`src/rtl/servo_move_sequencer.sv`:
```
// Servo move sequencer: turns timed direction commands into one-cycle
// direction load strobes for a servo controller, holds a stop/settle
// interval after every move and reports completion with a done pulse.
module servo_move_sequencer #(
  parameter int TICKS_PER_MS = 50000,
  parameter int SETTLE_MS    = 20
) (
  input  logic        clk,
  input  logic        reset,
  input  logic        cmd_valid,
  input  logic [2:0]  cmd_dir,
  input  logic [15:0] cmd_ms,
  output logic        cmd_ready,
  input  logic        abort,
  output logic [2:0]  direction,
  output logic        useServo,
  output logic        busy,
  output logic        done
);

  // Tick counter runs 0..TICKS_PER_MS-1 inside each millisecond of a move.
  localparam int TICK_W = (TICKS_PER_MS > 1) ? $clog2(TICKS_PER_MS) : 1;
  localparam logic [TICK_W-1:0] TICK_LAST = TICK_W'(TICKS_PER_MS - 1);

  // Settle interval in cycles; a zero-length settle still costs one cycle.
  localparam int SETTLE_CYC = (SETTLE_MS == 0) ? 1 : SETTLE_MS * TICKS_PER_MS;
  localparam int SETTLE_W   = (SETTLE_CYC > 1) ? $clog2(SETTLE_CYC) : 1;
  localparam logic [SETTLE_W-1:0] SETTLE_LAST = SETTLE_W'(SETTLE_CYC - 1);

  localparam logic [2:0] DIR_STOP = 3'd0;
  localparam logic [2:0] DIR_MAX  = 3'd4;

  typedef enum logic [1:0] {
    ST_INIT   = 2'd0,
    ST_IDLE   = 2'd1,
    ST_MOVE   = 2'd2,
    ST_SETTLE = 2'd3
  } state_t;

  // Codes outside stop/forward/backward/left/right are treated as stop.
  function automatic logic [2:0] legal_dir(input logic [2:0] code);
    logic [2:0] res;
    if (code > DIR_MAX) begin
      res = DIR_STOP;
    end else begin
      res = code;
    end
    return res;
  endfunction

  state_t              state_r, state_s;
  logic                init_pulsed_r, init_pulsed_s;
  logic [TICK_W-1:0]   tick_r, tick_s;
  logic [15:0]         ms_left_r, ms_left_s;
  logic [SETTLE_W-1:0] settle_r, settle_s;
  logic [2:0]          dir_r, dir_s;
  logic                use_r, use_s;
  logic                done_r, done_s;
  logic                busy_r, busy_s;
  logic                ready_r, ready_s;
  logic                move_last_s;

  assign direction = dir_r;
  assign useServo  = use_r;
  assign done      = done_r;
  assign busy      = busy_r;
  assign cmd_ready = ready_r;

  // State, counters and all outputs are registered; reset parks the block in INIT.
  always_ff @(posedge clk or posedge reset) begin
    if (reset) begin
      state_r       <= ST_INIT;
      init_pulsed_r <= 1'b0;
      tick_r        <= {TICK_W{1'b0}};
      ms_left_r     <= 16'd0;
      settle_r      <= {SETTLE_W{1'b0}};
      dir_r         <= DIR_STOP;
      use_r         <= 1'b0;
      done_r        <= 1'b0;
      busy_r        <= 1'b1;
      ready_r       <= 1'b0;
    end else begin
      state_r       <= state_s;
      init_pulsed_r <= init_pulsed_s;
      tick_r        <= tick_s;
      ms_left_r     <= ms_left_s;
      settle_r      <= settle_s;
      dir_r         <= dir_s;
      use_r         <= use_s;
      done_r        <= done_s;
      busy_r        <= busy_s;
      ready_r       <= ready_s;
    end
  end

  // Next-state logic: strobes default low, everything else holds.
  always_comb begin
    state_s       = state_r;
    init_pulsed_s = init_pulsed_r;
    tick_s        = tick_r;
    ms_left_s     = ms_left_r;
    settle_s      = settle_r;
    dir_s         = dir_r;
    use_s         = 1'b0;
    done_s        = 1'b0;
    move_last_s   = (tick_r == TICK_LAST) && (ms_left_r == 16'd0);

    case (state_r)
      ST_INIT: begin
        // First cycle out of reset re-loads stop into the servo so a stale
        // latched direction cannot persist; the following cycle goes idle.
        if (!init_pulsed_r) begin
          init_pulsed_s = 1'b1;
          dir_s         = DIR_STOP;
          use_s         = 1'b1;
        end else begin
          state_s = ST_IDLE;
        end
      end

      ST_IDLE: begin
        if (cmd_valid && ready_r) begin
          use_s  = 1'b1;
          tick_s = {TICK_W{1'b0}};
          if (cmd_ms != 16'd0) begin
            state_s   = ST_MOVE;
            dir_s     = legal_dir(cmd_dir);
            ms_left_s = cmd_ms - 16'd1;
          end else begin
            // Zero-length move: only the stop action is issued.
            state_s  = ST_SETTLE;
            dir_s    = DIR_STOP;
            settle_s = SETTLE_LAST;
          end
        end else begin
          state_s = ST_IDLE;
        end
      end

      ST_MOVE: begin
        // Abort and terminal count share one exit path, so they can never
        // produce two transitions or two strobes.
        if (abort || move_last_s) begin
          state_s  = ST_SETTLE;
          dir_s    = DIR_STOP;
          use_s    = 1'b1;
          settle_s = SETTLE_LAST;
        end else if (tick_r == TICK_LAST) begin
          tick_s    = {TICK_W{1'b0}};
          ms_left_s = ms_left_r - 16'd1;
        end else begin
          tick_s = tick_r + TICK_W'(1);
        end
      end

      ST_SETTLE: begin
        if (settle_r == {SETTLE_W{1'b0}}) begin
          state_s = ST_IDLE;
          done_s  = 1'b1;
        end else begin
          settle_s = settle_r - SETTLE_W'(1);
        end
      end

      default: begin
        state_s = ST_INIT;
        dir_s   = DIR_STOP;
      end
    endcase

    busy_s  = (state_s != ST_IDLE);
    ready_s = (state_s == ST_IDLE);
  end

endmodule
```
`config.mk`:
```
export PLATFORM = sky130hd
export DESIGN_NAME = servo_move_sequencer
export DESIGN_NICKNAME = d
export VERILOG_FILES = /design/src/rtl/servo_move_sequencer.sv
export SDC_FILE = /design/constraint.sdc
export NUM_CORES = 1
export LEC_CHECK = 0
export CORE_MARGIN = 2
export CORE_UTILIZATION = 45
export CTS_CLUSTER_SIZE = 25
export DETAILED_ROUTE_END_ITERATION = 12
export PLACE_DENSITY = 0.72
export SLEW_MARGIN = 15
export SYNTH_ARGS = -nofsm -noshare
export SYNTH_HDL_FRONTEND = slang
export SYNTH_SLANG_ARGS = --single-unit
```
`constraint.sdc`:
```
create_clock -name clk -period 8.5 [get_ports clk]
set_input_delay 1.7 -clock clk [delete_from_list [all_inputs] [get_ports clk]]
set_output_delay 1.7 -clock clk [all_outputs]
set_load 0.05 [all_outputs]
```
==> report_table.html <==
<table>
<tr><th>Metric</th><th>Value</th></tr>
<tr><th colspan="2">Layout</th></tr>
<tr><td>Layout-stage area growth over the synthesis result</td><td>12.8%</td></tr>
<tr><td>Number of antenna cells inserted</td><td>0</td></tr>
<tr><td>Number of nets at the end of the flow</td><td>536</td></tr>
<tr><td>Filler cell count</td><td>821</td></tr>
<tr><td>Fraction of final layout cells sized beyond drive strength 1</td><td>6.42%</td></tr>
<tr><th colspan="2">Logic synthesis</th></tr>
<tr><td>Most used flip-flop cell after synthesis</td><td>sky130_fd_sc_hd__dfrtp_1</td></tr>
<tr><td>Netlist cell types</td><td>63</td></tr>
<tr><td>Number of enable flip-flop cells after synthesis</td><td>0</td></tr>
<tr><td>Synthesis warning total</td><td>0</td></tr>
<tr><td>Dominant cells by area after synthesis</td><td>sky130_fd_sc_hd__dfrtp_1 (38%), sky130_fd_sc_hd__o21ai_0 (5.5%), sky130_fd_sc_hd__nand2_1 (5.2%), sky130_fd_sc_hd__nor2_1 (4.7%), sky130_fd_sc_hd__a21oi_1 (3.7%)</td></tr>
<tr><td>Most repeated cell in the gate-level netlist after synthesis</td><td>sky130_fd_sc_hd__dfrtp_1</td></tr>
<tr><td>Post-synthesis net count</td><td>516</td></tr>
<tr><td>Commonest cells in the synthesized netlist</td><td>sky130_fd_sc_hd__dfrtp_1 (61), sky130_fd_sc_hd__nand2_1 (56), sky130_fd_sc_hd__nor2_1 (50)</td></tr>
<tr><td>Fraction of registers with async set/reset</td><td>between 90% and 100%</td></tr>
<tr><td>Synth area leader</td><td>sky130_fd_sc_hd__dfrtp_1</td></tr>
<tr><td>Gate count of the mapped netlist</td><td>489</td></tr>
<tr><td>#FFs+latches synth</td><td>62</td></tr>
<tr><td>Register area share after synthesis</td><td>38.5%</td></tr>
<tr><td>Cell Area, Synth</td><td>4030 um2</td></tr>
<tr><td>Synth Area per Inst</td><td>8.25 um2</td></tr>
<tr><td>Top-area cell type share of the netlist area</td><td>37.8%</td></tr>
<tr><th colspan="2">GRT</th></tr>
<tr><td>Number of antenna violations at the first check in global routing</td><td>0</td></tr>
<tr><td>Overall overflow remaining after global route</td><td>0</td></tr>
<tr><td>Global-route wire length before repair</td><td>17.5 mm</td></tr>
<tr><td>GRT met1 Usage</td><td>about 28%</td></tr>
<tr><td>Most crowded layer after global routing</td><td>met2</td></tr>
<tr><td>GRT Resource Usage Total</td><td>21.9%</td></tr>
<tr><td>Met3 global-route usage</td><td>5.46%</td></tr>
<tr><td>Maximum number of pins on one net before global-route repair</td><td>63</td></tr>
<tr><td>Global Route met2 Usage</td><td>35.2%</td></tr>
<tr><td>Number of global-route vias before repair</td><td>approximately 3,800</td></tr>
<tr><th colspan="2">Drt</th></tr>
<tr><td>Routed wire length per instance</td><td>16.2 um</td></tr>
<tr><td>Routed vias</td><td>slightly below 4,000</td></tr>
<tr><td>Number of DRC markers after the initial detailed-route iteration</td><td>247</td></tr>
<tr><td>Detailed-router iteration count before antenna repair</td><td>4</td></tr>
<tr><td>Post-detailed-routing wire length</td><td>between 10 and 15 mm</td></tr>
<tr><td>Vias/cell</td><td>about 6.3</td></tr>
<tr><td>Post-route DRC violation count</td><td>0</td></tr>
<tr><td>Remaining number of nets flagged by the antenna check after routing</td><td>0</td></tr>
<tr><th colspan="2">Timing</th></tr>
<tr><td>Final setup fails</td><td>0</td></tr>
<tr><td>Skew final</td><td>between 0.008 and 0.009 ns</td></tr>
<tr><td>Actual transition at the worst max-transition pin</td><td>around 0.98 ns</td></tr>
<tr><td>Final worst setup slack</td><td>4.17 ns</td></tr>
<tr><td>Min Tclk post-route</td><td>4.33 ns</td></tr>
<tr><td>Final hold vios</td><td>0</td></tr>
<tr><td>Achievable clock frequency</td><td>0.231 GHz</td></tr>
<tr><td>Setup_tns</td><td>0 ns</td></tr>
<tr><td>Final clock period utilization by the worst path</td><td>50.9%</td></tr>
<tr><td>Worst hold slack</td><td>0.479 ns</td></tr>
<tr><td>Final count of pins violating max slew</td><td>0</td></tr>
<tr><td>Worst slew margin</td><td>33.8%</td></tr>
<tr><td>RSZ-0062 raised after global routing</td><td>false</td></tr>
<tr><th colspan="2">Power</th></tr>
<tr><td>Overall power consumption</td><td>~1200 uW</td></tr>
<tr><td>Power per unit of standard cell area</td><td>255 nW/um2</td></tr>
<tr><td>Pint</td><td>655 uW</td></tr>
<tr><td>Part of the power in combinational logic</td><td>~41%</td></tr>
<tr><td>Net switching power</td><td>about 500 uW</td></tr>
<tr><td>Total leakage power</td><td>0.00185 uW</td></tr>
<tr><td>Sequential power share</td><td>between 30% and 40%</td></tr>
<tr><td>Maximum vdd ir drop</td><td>133 uV</td></tr>
<tr><td>Switching fraction of total power</td><td>43.6%</td></tr>
<tr><td>Clock network fraction of total power</td><td>19.8%</td></tr>
<tr><th colspan="2">Die</th></tr>
<tr><td>Core region area</td><td>between 8000 and 9000 um2</td></tr>
<tr><td>Die outline height</td><td>between 90 and 100 um</td></tr>
<tr><td>Die W</td><td>~99 um</td></tr>
<tr><td>Number of placement rows</td><td>34</td></tr>
<tr><td>Die Outline Area</td><td>9740 um2</td></tr>
<tr><td>Number of I/O pins</td><td>30</td></tr>
<tr><td>Initial core utilization</td><td>around 46%</td></tr>
<tr><th colspan="2">Status</th></tr>
<tr><td>Outcome</td><td>completed</td></tr>
<tr><th colspan="2">Clock network</th></tr>
<tr><td>Latest clock arrival within the worst-skew pair</td><td>0.35 ns</td></tr>
<tr><td>H-tree levels</td><td>3</td></tr>
<tr><td>Clock Sinks</td><td>62</td></tr>
<tr><td>Number of gates resized after cts</td><td>0</td></tr>
<tr><td>CTS clk-pin slew, worst paths</td><td>around 0.07 ns</td></tr>
<tr><td>Number of buffers inserted for hold repair after clock tree synthesis</td><td>0</td></tr>
<tr><td>TritonCTS clock tree</td><td>done</td></tr>
<tr><td>Clock Root Buffer</td><td>sky130_fd_sc_hd__clkbuf_8</td></tr>
<tr><td>Maximum number of buffers from clock root to sink</td><td>2</td></tr>
<tr><td>Post CTS Setup Buffer Count</td><td>0</td></tr>
<tr><td>CTS Buf Count</td><td>9</td></tr>
<tr><th colspan="2">Place</th></tr>
<tr><td>Post-placement worst setup slack</td><td>a little under 4 ns</td></tr>
<tr><td>Count of buffers inserted at the top-level ports</td><td>29</td></tr>
<tr><td>Post-DP HPWL</td><td>7.11 mm</td></tr>
<tr><td>Routability congestion estimate</td><td>0.869</td></tr>
<tr><th colspan="2">Critical path</th></tr>
<tr><td>Worst reg2reg path depth</td><td>10</td></tr>
<tr><td>Worst-case register-to-register setup slack</td><td>4.87 ns</td></tr>
<tr><td>Required time at the worst-slack endpoint</td><td>~8.8 ns</td></tr>
<tr><td>CP max stage delay</td><td>0.51 ns</td></tr>
<tr><td>Path type of the worst setup path</td><td>in -&gt; reg</td></tr>
<tr><td>Signal arrival time at the worst endpoint</td><td>4.61 ns</td></tr>
<tr><td>Slowest stage cell, crit path</td><td>sky130_fd_sc_hd__or4_1</td></tr>
<tr><td>Capturing element type of the critical path</td><td>register</td></tr>
<tr><td>Kind of launch point of the worst setup path</td><td>input port</td></tr>
<tr><td>Worst Path Max Fanout</td><td>5</td></tr>
<tr><td>Worst r2r src</td><td>state_r[0]</td></tr>
<tr><td>Crit path cell chain</td><td>clkdlybuf4s50_1, mux2_2, inv_1, ha_1, nor4b_1, mux2i_1, or3_1, or4_1, a31oi_1, o22a_1</td></tr>
<tr><td>Destination of the worst register-to-register timing path</td><td>ms_left_r[12]</td></tr>
<tr><th colspan="2">Job</th></tr>
<tr><td>Max-cap viol count</td><td>0</td></tr>
<tr><th colspan="2">Worst hold path</th></tr>
<tr><td>Min-Delay Path Depth</td><td>1</td></tr>
<tr><td>Worst min-delay path endpoint</td><td>init_pulsed_r</td></tr>
<tr><td>Worst hold path type</td><td>reg -&gt; reg</td></tr>
<tr><td>Worst Hold Launch</td><td>init_pulsed_r</td></tr>
</table>
==> worst max-delay path, delay by kind of cell <==
| kind | cells | cell delay [ns] |
|---|---|---|
| compound gates | 2 | 0.37 |
| mux | 2 | 0.55 |
| buf+inv | 2 | 0.49 |
| simple gates | 3 | 1.31 |
| fa+ha+maj | 1 | 0.18 |
==> through the flow <==
| step | util, % | instance area, um2 | std cells |
|---|---|---|---|
| global placement | 50.3 | 4380 | 606 |
| finish | 52.2 | 4550 | 622 |
| global route | 52.2 | 4550 | 622 |
| detailed placement | 50.3 | 4380 | 606 |
| CTS | 52.2 | 4550 | 622 |
| floorplan | - | 4030 | 489 |
==> cells in the final DEF (no fill, tap or decap), drive strengths merged, types with 3 or more instances in the layout <==
master / count
nand4b: 3
nor2: 50
xnor2: 4
nand2: 56
inv: 12
a31oi: 14
nand4: 7
o31ai: 7
o21ai: 46
mux2: 5
nand3: 16
and3: 7
nor3: 16
buf: 5
o22ai: 3
a211oi: 5
ha: 4
nor3b: 4
a32o: 3
and2: 8
a21oi: 30
o2bb2ai: 3
mux2i: 14
dfrtp: 61
nor4b: 3
a311oi: 3
nor2b: 5
clkinv: 3
o211ai: 4
clkbuf: 12
clkdlybuf4s50: 29
nand2b: 7
or4: 10
or3: 3
nor4: 15
==> flip-flops by register name, summed over array words and instances (netlist names) <==
register and cells:
done 1, tick_r 16, cmd_ready 1, useServo 1
state_r 2, busy 1, settle_r 20, init_pulsed_r 1
ms_left_r 16, direction 3
==> worst max path at each step <==
stage	startpoint	endpoint
finish	cmd_ms[0]	ms_left_r[12]
global route	cmd_ms[0]	ms_left_r[12]
CTS	cmd_ms[0]	ms_left_r[12]
detailed placement	cmd_ms[0]	ms_left_r[12]
global placement	cmd_ms[0]	ms_left_r[12]
floorplan	cmd_ms[0]	ms_left_r[12]
==> kinds of logic (layout without fill, tap and decap cells) <==
| group | after synthesis | in the layout | synth area share (%) |
|---|---|---|---|
| AOI/OAI and AO/OA | 138 | 138 | 21.3 |
| muxes | 19 | 19 | 4.87 |
| and+or+nand+nor | 223 | 223 | 28.8 |
| xor gates and xnor gates | 6 | 6 | 1.30 |
| buffers and inverters | 37 | 62 | 3.97 |
| adders and majority gates | 4 | 4 | 1.24 |
| DFF | 62 | 62 | 38.5 |
==> power groups by stage <==
| stage | registers, uW | logic [uW] | clock network [uW] |
|---|---|---|---|
| after global placement | 456 | 453 | 0 |
| after floorplan | 465 | 343 | 0 |
| after global routing | 471 | 528 | 252 |
| final | 459 | 472 | 230 |
| after CTS | 455 | 472 | 236 |
| after detailed placement | 459 | 472 | 0 |
==> cell type report <==
cell class	instances	area, um2	area share (%)
clock buffer	12	145	3.19
clock inverter	4	22.5	0.495
inverter	12	45.0	0.990
multi-input combinational	390	2320	51.0
sequential	62	1550	34.1
tap	108	135	2.97
timing repair buffer	34	328	7.20
==> layer usage <==
metal / routed length, um / up-vias / share of wire [%]
met5: 0 / - / 0
met4: 249 / 0 / 2.5
met2: 4740 / 119 / 47
met1: 4520 / 1885 / 45
li1: - / 1865 / -
met3: 570 / 25 / 5.7
Power figures use the tool's default switching activity.
==> RTL change (same flow settings) <==
Make the reset (`reset`) synchronous in one clocked block.
--- a/src/rtl/servo_move_sequencer.sv
+++ b/src/rtl/servo_move_sequencer.sv
@@ -67,7 +67,7 @@
   assign cmd_ready = ready_r;
 
   // State, counters and all outputs are registered; reset parks the block in INIT.
-  always_ff @(posedge clk or posedge reset) begin
+  always_ff @(posedge clk) begin
     if (reset) begin
       state_r       <= ST_INIT;
       init_pulsed_r <= 1'b0;
Behaviour: differs if reset is asserted again (counterexample within 4 cycles, from zero or initial values and one cycle with reset high); with reset held inactive, the same outputs for 10 cycles.
==> RTL change against the unedited design <==
Count of clock-buffer cells in the layout increased by 1. Design area decreased by 7.0%. Final cell count decreased by 4.2%. Worst setup slack improved by 0.41 ns. Global-route usage decreased by 0.41 points. Routed wire length decreased by 8.5%. Critical endpoint is now settle_r[12]. Sequential cell count unchanged. Synthesized area decreased by 7.6%.
Power is not compared: it rests on default switching activity, and its combinational part moved more than twofold at a synthesized area within 25%.
==> RTL change: results (changes against the unedited design) <==
Status
  • Status: complete, no violations (unchanged)

Setup path
  • Crit path from: cmd_ms[2] (was cmd_ms[0])
  • R2R Path End: ms_left_r[14] (was ms_left_r[12])
  • Critical-path top delay cell: o32ai_4 (was or4_1)
  • R2r worst-path depth: 9 (was 10)
  • Largest incremental delay on the critical path: 0.54 ns (was 0.51 ns)
  • Worst R2R Start: state_r[0] (unchanged)
  • Cell family with most CP delay: compound AO/OA/AOI/OAI gates (was simple AND/OR/NAND/NOR gates)

Detailed routing
  • Final wirelength: 9222 microns (was 10080 microns)
  • Number of vias in the routed layout: 3618 (was 3894)
  • WL met3: 498 microns (was 570 microns)
  • Drt wl/cell: 15.47 microns (was 16.21 microns)

Logic synthesis
  • Post-Syn Nets: 496 (was 516)
  • Synth top area cells: dfxtp_1 33%, a21oi_1 5.5%, nor2_1 4.8% (was dfrtp_1 38%, o21ai_0 5.5%, nand2_1 5.2%)
  • Cells after Synth: 469 (was 489)

Timing
  • Rel. slew slack: 24.22% (was 33.76%)
  • Final period util: 46.06% (was 50.90%)

Global routing
  • M3 GR Usage: 4.549% (was 5.461%)
  • GRT Total Usage: 21.52% (was 21.93%)
  • Largest net degree at the start of global routing: 39 (was 63)
  • Vias in the first global route: 3317 (was 3767)
  • Global-route wire length before repair: 15430 microns (was 17470 microns)

Worst hold path
  • Hold Startpoint: settle_r[8] (was init_pulsed_r)
  • Hold Path Sink: settle_r[8] (was init_pulsed_r)

Cells and area
  • Layout cell share with drive strength beyond 1: 7.128% (was 6.420%)

Place
  • Placer Congestion: 0.8347 (was 0.8685)
## RTL change: cell count changes after synthesis, moves of 6 or more
cell and change:
dfxtp_1 +62, dfrtp_1 -61, o21ai_0 -16, nand2_1 -12, a21oi_1 +11, nor3_1 +10, or4_1 -9, clkbuf_1 -8
mux2i_1 -7, or3_1 +7, a311oi_1 +6
## RTL change: cells by family after synthesis
kind of cell | after synthesis | share of synthesized area (%)
and+or+nand+nor | 211 | 30.09
adders and majority gates | 4 | 1.343
muxes | 8 | 2.250
AOI/OAI and AO/OA | 140 | 26.19
DFF | 62 | 33.31
xor gates and xnor gates | 11 | 2.586
buffers and inverters | 33 | 4.231
## RTL change: layout make-up
class	instances	area, sq um
clock buffer	13	158.9
fill	758	3899
clock inverter	1	30.03
sequential	62	1241
inverter	9	33.78
timing repair buffer	32	312.8
multi-input combinational	374	2327
tap	105	131.4
## RTL change: power breakdown
part	switching (mW)	internal, mW	total [mW]
Combinational	0.0736	0.0429	0.116
Clock	0.112	0.149	0.260
Sequential	0.0114	0.300	0.311
